`config.mk`:
```
export PLATFORM = sky130hd
export DESIGN_NAME = dac_stream_controller
export DESIGN_NICKNAME = d
export VERILOG_FILES = /design/src/rtl/dac_stream_controller.sv
export SDC_FILE = /design/constraint.sdc
export NUM_CORES = 1
export LEC_CHECK = 0
export BUFFER_PORTS_ARGS = -buffer_cell sky130_fd_sc_hd__buf_2
export CAP_MARGIN = 20
export CORE_MARGIN = 5
export CORE_UTILIZATION = 51
export DETAILED_ROUTE_END_ITERATION = 10
export PLACE_DENSITY = 0.85
export SLEW_MARGIN = 15
export SYNTH_ARGS = -nofsm -noshare
export SYNTH_HDL_FRONTEND = slang
export SYNTH_SLANG_ARGS = --single-unit
```
`constraint.sdc`:
```
create_clock -name i_sys_clock -period 3.1 [get_ports i_sys_clock]
set_input_delay 0.155 -clock i_sys_clock [delete_from_list [all_inputs] [get_ports i_sys_clock]]
set_output_delay 0.155 -clock i_sys_clock [all_outputs]
set_load 0.02 [all_outputs]
```
`src/rtl/dac_stream_controller.sv`:
```
// dac_stream_controller: paces AGC/test sample streams into a DAC at one sample per SAMPLE_DIV clocks.
// Ports: i_sys_clock/i_reset (async active-low) clock and reset; i_dac_init_done and i_iagc_status gate
// streaming; i_src_sel picks AGC (0) or test (1) source; *_valid/*_data_ch1/2 in, o_*_ready out form the
// per-source handshakes; o_data_ch1/2 + o_sample_strobe feed the DAC; o_underrun_count counts missed
// samples (cleared by i_clear_underrun); o_state exposes the FSM state.
module dac_stream_controller #(
    parameter int ZMOD_DATA_SIZE   = 14,
    parameter int IAGC_STATUS_SIZE = 4,
    parameter int SAMPLE_DIV       = 4,
    parameter int MUTE_SAMPLES     = 8,
    parameter int UNDERRUN_SIZE    = 16
) (
    input  logic                        i_sys_clock,
    input  logic                        i_reset,
    input  logic                        i_dac_init_done,
    input  logic [IAGC_STATUS_SIZE-1:0] i_iagc_status,
    input  logic                        i_src_sel,
    input  logic                        i_agc_valid,
    input  logic [ZMOD_DATA_SIZE-1:0]   i_agc_data_ch1,
    input  logic [ZMOD_DATA_SIZE-1:0]   i_agc_data_ch2,
    output logic                        o_agc_ready,
    input  logic                        i_tst_valid,
    input  logic [ZMOD_DATA_SIZE-1:0]   i_tst_data_ch1,
    input  logic [ZMOD_DATA_SIZE-1:0]   i_tst_data_ch2,
    output logic                        o_tst_ready,
    input  logic                        i_clear_underrun,
    output logic [ZMOD_DATA_SIZE-1:0]   o_data_ch1,
    output logic [ZMOD_DATA_SIZE-1:0]   o_data_ch2,
    output logic                        o_sample_strobe,
    output logic [UNDERRUN_SIZE-1:0]    o_underrun_count,
    output logic [1:0]                  o_state
);
    typedef enum logic [1:0] {WAIT_INIT = 2'b00, MUTE = 2'b01, RUN = 2'b10} state_t;

    state_t                      state_q, state_d;
    logic [7:0]                  slot_q, slot_d;
    logic [7:0]                  mute_q, mute_d;
    logic                        active_src_q, active_src_d;
    logic                        src_sel_q;
    logic [ZMOD_DATA_SIZE-1:0]   data_ch1_q, data_ch1_d, data_ch2_q, data_ch2_d;
    logic                        strobe_q, strobe_d;
    logic [UNDERRUN_SIZE-1:0]    underrun_q, underrun_d;
    logic                        abort, slot_last, sel_valid, switch_req, run_slot;

    // Source requests are compared through a register so the readys depend on registered state only.
    assign abort      = !i_dac_init_done || (i_iagc_status == '0);
    assign slot_last  = slot_q == 8'(SAMPLE_DIV - 1);
    assign switch_req = src_sel_q != active_src_q;
    assign sel_valid  = active_src_q ? i_tst_valid : i_agc_valid;
    assign run_slot   = (state_q == RUN) && slot_last && !switch_req;

    assign o_agc_ready      = run_slot && !active_src_q;
    assign o_tst_ready      = run_slot && active_src_q;
    assign o_data_ch1       = data_ch1_q;
    assign o_data_ch2       = data_ch2_q;
    assign o_sample_strobe  = strobe_q;
    assign o_underrun_count = underrun_q;
    assign o_state          = state_q;

    always_comb begin
        state_d      = state_q;
        slot_d       = slot_last ? 8'd0 : slot_q + 8'd1;
        mute_d       = mute_q;
        active_src_d = active_src_q;
        data_ch1_d   = data_ch1_q;
        data_ch2_d   = data_ch2_q;
        strobe_d     = 1'b0;
        underrun_d   = underrun_q;
        if (abort) begin
            state_d    = WAIT_INIT;
            slot_d     = 8'd0;
            mute_d     = 8'd0;
            data_ch1_d = '0;
            data_ch2_d = '0;
        end else begin
            case (state_q)
                WAIT_INIT: begin
                    state_d      = MUTE;
                    slot_d       = 8'd0;
                    active_src_d = i_src_sel;
                    mute_d       = 8'(MUTE_SAMPLES);
                end
                MUTE: if (slot_last) begin
                    data_ch1_d = '0;
                    data_ch2_d = '0;
                    strobe_d   = 1'b1;
                    if (switch_req) begin
                        active_src_d = src_sel_q;
                        mute_d       = 8'(MUTE_SAMPLES);
                    end else begin
                        mute_d = mute_q - 8'd1;
                        if (mute_q == 8'd1) state_d = RUN;
                    end
                end
                RUN: if (slot_last) begin
                    // A source change takes the slot: no handshake, no strobe, straight into a fresh mute.
                    if (switch_req) begin
                        active_src_d = src_sel_q;
                        mute_d       = 8'(MUTE_SAMPLES);
                        state_d      = MUTE;
                    end else begin
                        strobe_d = 1'b1;
                        if (sel_valid) begin
                            data_ch1_d = active_src_q ? i_tst_data_ch1 : i_agc_data_ch1;
                            data_ch2_d = active_src_q ? i_tst_data_ch2 : i_agc_data_ch2;
                        end else if (underrun_q != '1) begin
                            underrun_d = underrun_q + 1'b1;
                        end
                    end
                end
                default: begin
                    state_d = WAIT_INIT;
                    slot_d  = 8'd0;
                end
            endcase
        end
        if (i_clear_underrun) underrun_d = '0;
    end

    always_ff @(posedge i_sys_clock or negedge i_reset) begin
        if (!i_reset) begin
            state_q      <= WAIT_INIT;
            slot_q       <= 8'd0;
            mute_q       <= 8'd0;
            active_src_q <= 1'b0;
            src_sel_q    <= 1'b0;
            data_ch1_q   <= '0;
            data_ch2_q   <= '0;
            strobe_q     <= 1'b0;
            underrun_q   <= '0;
        end else begin
            state_q      <= state_d;
            slot_q       <= slot_d;
            mute_q       <= mute_d;
            active_src_q <= active_src_d;
            src_sel_q    <= i_src_sel;
            data_ch1_q   <= data_ch1_d;
            data_ch2_q   <= data_ch2_d;
            strobe_q     <= strobe_d;
            underrun_q   <= underrun_d;
        end
    end
endmodule

```
Yosys cells after proc, flatten, opt, wreduce, memory -nomap -nowiden:

Cells that the tools add are included.

* flip-flop bits (word level): 65
* bits in latches: 0
* memory bits (writable): 0
* memory bits (read-only): 0
* input port bits: 67
* output and inout port bits: 49
* logic and storage cells: 98
* memories kept: 0

* add/sub/neg operators: 3
* multiply operators: 0
* div/mod/pow operators: 0
* $lt $le $gt $ge: 0
* equality and inequality tests: 18
* shifts and indexed selects: 0
* multiplexer cells: 45
* bitwise logic cells: 1
* reductions and logical operators: 22

Operator list (count)
* 14-bit two-way mux: 11
* 16-bit two-way mux: 7
* 8-bit two-way mux: 8
* 14-bit one-hot mux with 2 select lines: 2
* 8-bit one-hot mux with 3 select lines: 1
* 3-bit != test, second input constant: 7
* 16-bit by 1-bit adder with 16-bit output, second input constant: 1
* 16-bit != test, second input constant: 1
* 2-bit two-way mux: 6
* 5-bit AND reduction: 2
* 8-bit by 1-bit adder with 8-bit output, second input constant: 1
* 8-bit by 1-bit equality test with 1-bit output, second input constant: 1
* 8-bit by 2-bit equality test with 1-bit output, second input constant: 1
* 4-bit AND reduction: 2
* 2-bit nonzero test: 4
* 8-bit by 1-bit subtractor with 8-bit output, second input constant: 1
* 1-bit two-way mux: 7
* 2-bit != test, second input constant: 3
* 2-bit one-hot mux with 3 select lines: 1
* 6-bit AND reduction: 1
* 1-bit logical AND: 4
* 4-bit logical NOT: 1
* 2-bit by 1-bit != test with 1-bit output, second input constant: 2
* 1-bit one-hot mux with 2 select lines: 2
* other kinds (10): 12

Logic depth before layout (Yosys ltp):

* depth after elaboration: 8
* depth in mapped cells: 9
* mapped depth without buffers: 7

Worst setup path after synthesis:

Ideal clock, no wire load.

* path type: flip-flop to flip-flop
* start point: reg state_q[0], in the netlist o_state[0]
* end point: reg underrun_q[5], in the netlist o_underrun_count[5]
* library setup time: 125 ps
* data arrival time: 2204 ps
* data required time: 2975 ps
* slack: 771 ps
* cell stages (with the launch flop): 10
* path buffers: 2
* clock period less this slack: 2329 ps
* cell sequence: dfrtp_1 -> inv_1 -> ha_1 -> clkbuf_1 -> inv_1 -> nor4_4 -> nand3_2 -> buf_6 -> nor3_1 -> mux2_2

* cells in the longest elaborated chain, start to end: 3

Ends and longest elaborated chain
* start: declaration: RTL line 35 `state_t state_q, state_d;`
* start signal: assignment: RTL line 132 `state_q <= state_d;`
* 2-bit equality test: RTL line 76 `case (state_q)`
* 2-bit nonzero test (no source line)
* 6-bit AND reduction (no source line)
* end signal: assignment: RTL line 140 `underrun_q <= underrun_d;`
* end: declaration: RTL line 42 `logic [UNDERRUN_SIZE-1:0] underrun_q, underrun_d;`

Every way passes these cells.
A chain may end at the register's enable or synchronous reset.

Final worst setup path:

* start point: reg slot_q[0]
* end point: reg underrun_q[5], in the netlist o_underrun_count[5]

* cells in the longest elaborated chain, start to end: 3

Ends and longest elaborated chain
* start: declaration: RTL line 36 `logic [7:0] slot_q, slot_d;`
* start signal: assignment: RTL line 133 `slot_q <= slot_d;`
* 8-bit by 2-bit equality test with 1-bit output: RTL line 47 `assign slot_last = slot_q == 8'(SAMPLE_DIV - 1);`
* 2-bit nonzero test (no source line)
* 6-bit AND reduction (no source line)

Every way passes these cells.

==> results_dict.tcl <==
set metrics [dict create \
    criticalPathCategory "register to register" \
    drt-pass1-iter-count 4 \
    reg2reg_depth 6 \
    ys_seq_area_share_pct 46.59 \
    ys.warnings.count 0 \
    finalHoldViolCount 0 \
    setup_viol 0 \
    drive_gt1_share_pct 30.69 \
    gp_congestion 0.9108 \
    initial_utilization_pct 51.96 \
    dieArea_mm2 0.008600 \
    min_path_type "input pin to register" \
    r2r-end "o_underrun_count[5]" \
    syn_to_final_growth_pct 24.59 \
    cts_tree "yes" \
    crit_fanout 12 \
    period_share_pct 81.49 \
    synth_top_cell_area_share_pct 46.59 \
    post_drt_wl_per_cell_um 15.62 \
    rrSetupSlack_ns 0.57 \
    synth_cells 360 \
    ant_nets 0 \
    io_buffers 115 \
    die_w_um 92.74 \
    power_w 0.002443 \
    grt_setup_unrepaired "false" \
    grt_pass1_vias 3328 \
    synth_nets 435 \
    min_delay_path_depth 3 \
    drv_cap 0 \
    dp_hpwl_um 6469 \
    die_h_um 92.74 \
    drt-total-wl_um 8729 \
    grt_max_degree 57 \
    ir_worst_vdd_mv 0.3012 \
    grt_pass1_wl_um 15110 \
    report.final.slew_viol_count 0 \
    finish.instance_area_mm2 0.004349 \
    fmax_ghz 0.3958 \
    min_period_ns 2.526 \
    status "completed" \
    cts_sinks 65 \
    final_common_cell "buf_2" \
    yosysUniqueCellTypes 46 \
    critPathLaunchType "register" \
    post-route-util_pct 64.73 \
    setup_tns_ns 0 \
    r2r_start "slot_q[0]" \
    drc 0 \
    arrival_ns 2.76 \
    synth_edf_count 0 \
    ys_seq_elements 65 \
    n_antenna_cell 0 \
    drt_iter0_drc 112 \
    nets 549 \
    endpoint_kind "register" \
    clk_pin_slew_ns 0.08 \
    min_from "i_agc_data_ch2[1]" \
    grt_overflow 0 \
    p_leak_nw 2.158 \
    yosys.area.top_type "dfrtp_1" \
    fin_hold_ws_ns 0.1298 \
    antenna_found_initial 0 \
    clk_latency_ns 0.35 \
    netlist_area_mm2 0.003491 \
    syn_area_per_cell_um2 9.697 \
    skew_ns 0.008865 \
    vias 3158 \
    ys.flop_type "dfrtp_1" \
    clockBufferDepth 2 \
    n_fill_cell 531 \
    cts_made_buffers 9 \
    most-common-layout-cells "buf_2, dfrtp_1, nand2_1" \
    viasPerCell 5.649 \
    core-area_mm2 0.006719 \
    cts_root_buf "clkbuf_8" \
    cts_max_level 3 \
    p_per_area_mw_per_mm2 561.7 \
    slew_headroom_pct 33.88 \
    ctsResizeCount 0 \
    grtUsageTotal_pct 22.14 \
    async_reset_ff_share_pct 100.0 \
    place_area_mm2 0.004149 \
    io_pins 116 \
    rows 30 \
    worst_slew_pin_slew_ns 0.9893 \
    crit_required_ns 3.33 \
    hold_end "o_data_ch2[1]" \
    yosys-top-cells-area "dfrtp_1, mux2i_1, o31ai_1" \
]
## power breakdown
part           total (W)  switching, W  leakage, nW  internal [W]
logic           0.000797      0.000481         1.17      0.000315
registers       0.000987     0.0000766        0.898      0.000910
clock network   0.000659      0.000347       0.0887      0.000313
## routing by layer
metal	global-route usage [%]	part of all wire, %
met3	7.555	8.0
met5	0	0
met2	37.04	49
met1	26.80	41
met4	7.326	1.9
## sequential cells by signal (all words and copies together), names as in the netlist
| name | cells |
|---|---|
| o_underrun_count | 16 |
| active_src_q | 1 |
| o_state | 2 |
| o_sample_strobe | 1 |
| src_sel_q | 1 |
| o_data_ch2 | 14 |
| o_data_ch1 | 14 |
| mute_q | 8 |
| slot_q | 8 |
## metrics by stage
step           std cells  worst slack (ns)
5_1_grt              559            0.3800
4_1_cts              559            0.5688
6_report             559            0.5738
3_5_place_dp         541            0.5797
2_1_floorplan        360            0.7715
3_3_place_gp         541            0.6707
## final cells by class
class	instances	area, um^2	share of cell area (%)
clock buffer	10	137.6	3.165
multi-input combinational	269	1782	40.97
tap	80	100.1	2.301
sequential	65	1628	37.43
clock inverter	6	42.54	0.9781
inverter	7	26.28	0.6041
timing repair buffer	122	633.1	14.56
## synthesized netlist by cell type (5+ instances only)
master and number:
clkbuf_1 15, nor2b_1 6, xnor2_1 5, mux2i_1 30, inv_1 7, ha_1 8, o31ai_1 33, o21ai_0 12
dfrtp_1 65, nand3_1 15, nand2_1 44, and3_1 5, nor2_1 30, or3_1 6, or4_1 8, nor3_1 8
a21oi_1 18
## logic make-up after synthesis
| kind of cell | share of synthesized area, % |
|---|---|
| xor gates and xnor gates | 2.258 |
| muxes | 9.247 |
| adders and majority gates | 2.867 |
| and+or+nand+nor | 20.54 |
| DFF | 46.59 |
| buffers and inverters | 3.011 |
| AOI/OAI and AO/OA | 15.48 |
## worst max-delay path: stages, from the launching register on
cell and delay (ns):
dfrtp_1 0.38, ha_1 0.21, or4b_4 0.53, nor4_4 0.43, nand3_2 0.29, nor3_1 0.23, mux2_2 0.35
## worst max-delay path by stage
stage / start / endpoint / slack (ns) / cells past startpoint
2_1_floorplan: o_state[0] / o_underrun_count[5] / 0.77 / 9
3_5_place_dp: slot_q[0] / o_underrun_count[5] / 0.58 / 6
5_1_grt: slot_q[0] / o_underrun_count[5] / 0.38 / 6
6_report: slot_q[0] / o_underrun_count[5] / 0.57 / 6
3_3_place_gp: slot_q[0] / o_underrun_count[5] / 0.67 / 6
4_1_cts: slot_q[0] / o_underrun_count[5] / 0.57 / 6
## repair_timing
item	4_1_cts	5_1_grt
hold endpoints to repair	37	0
setup buffers	0	0
setup endpoints to repair	0	0
hold buffers	2	0
Power figures use the tool's default switching activity.
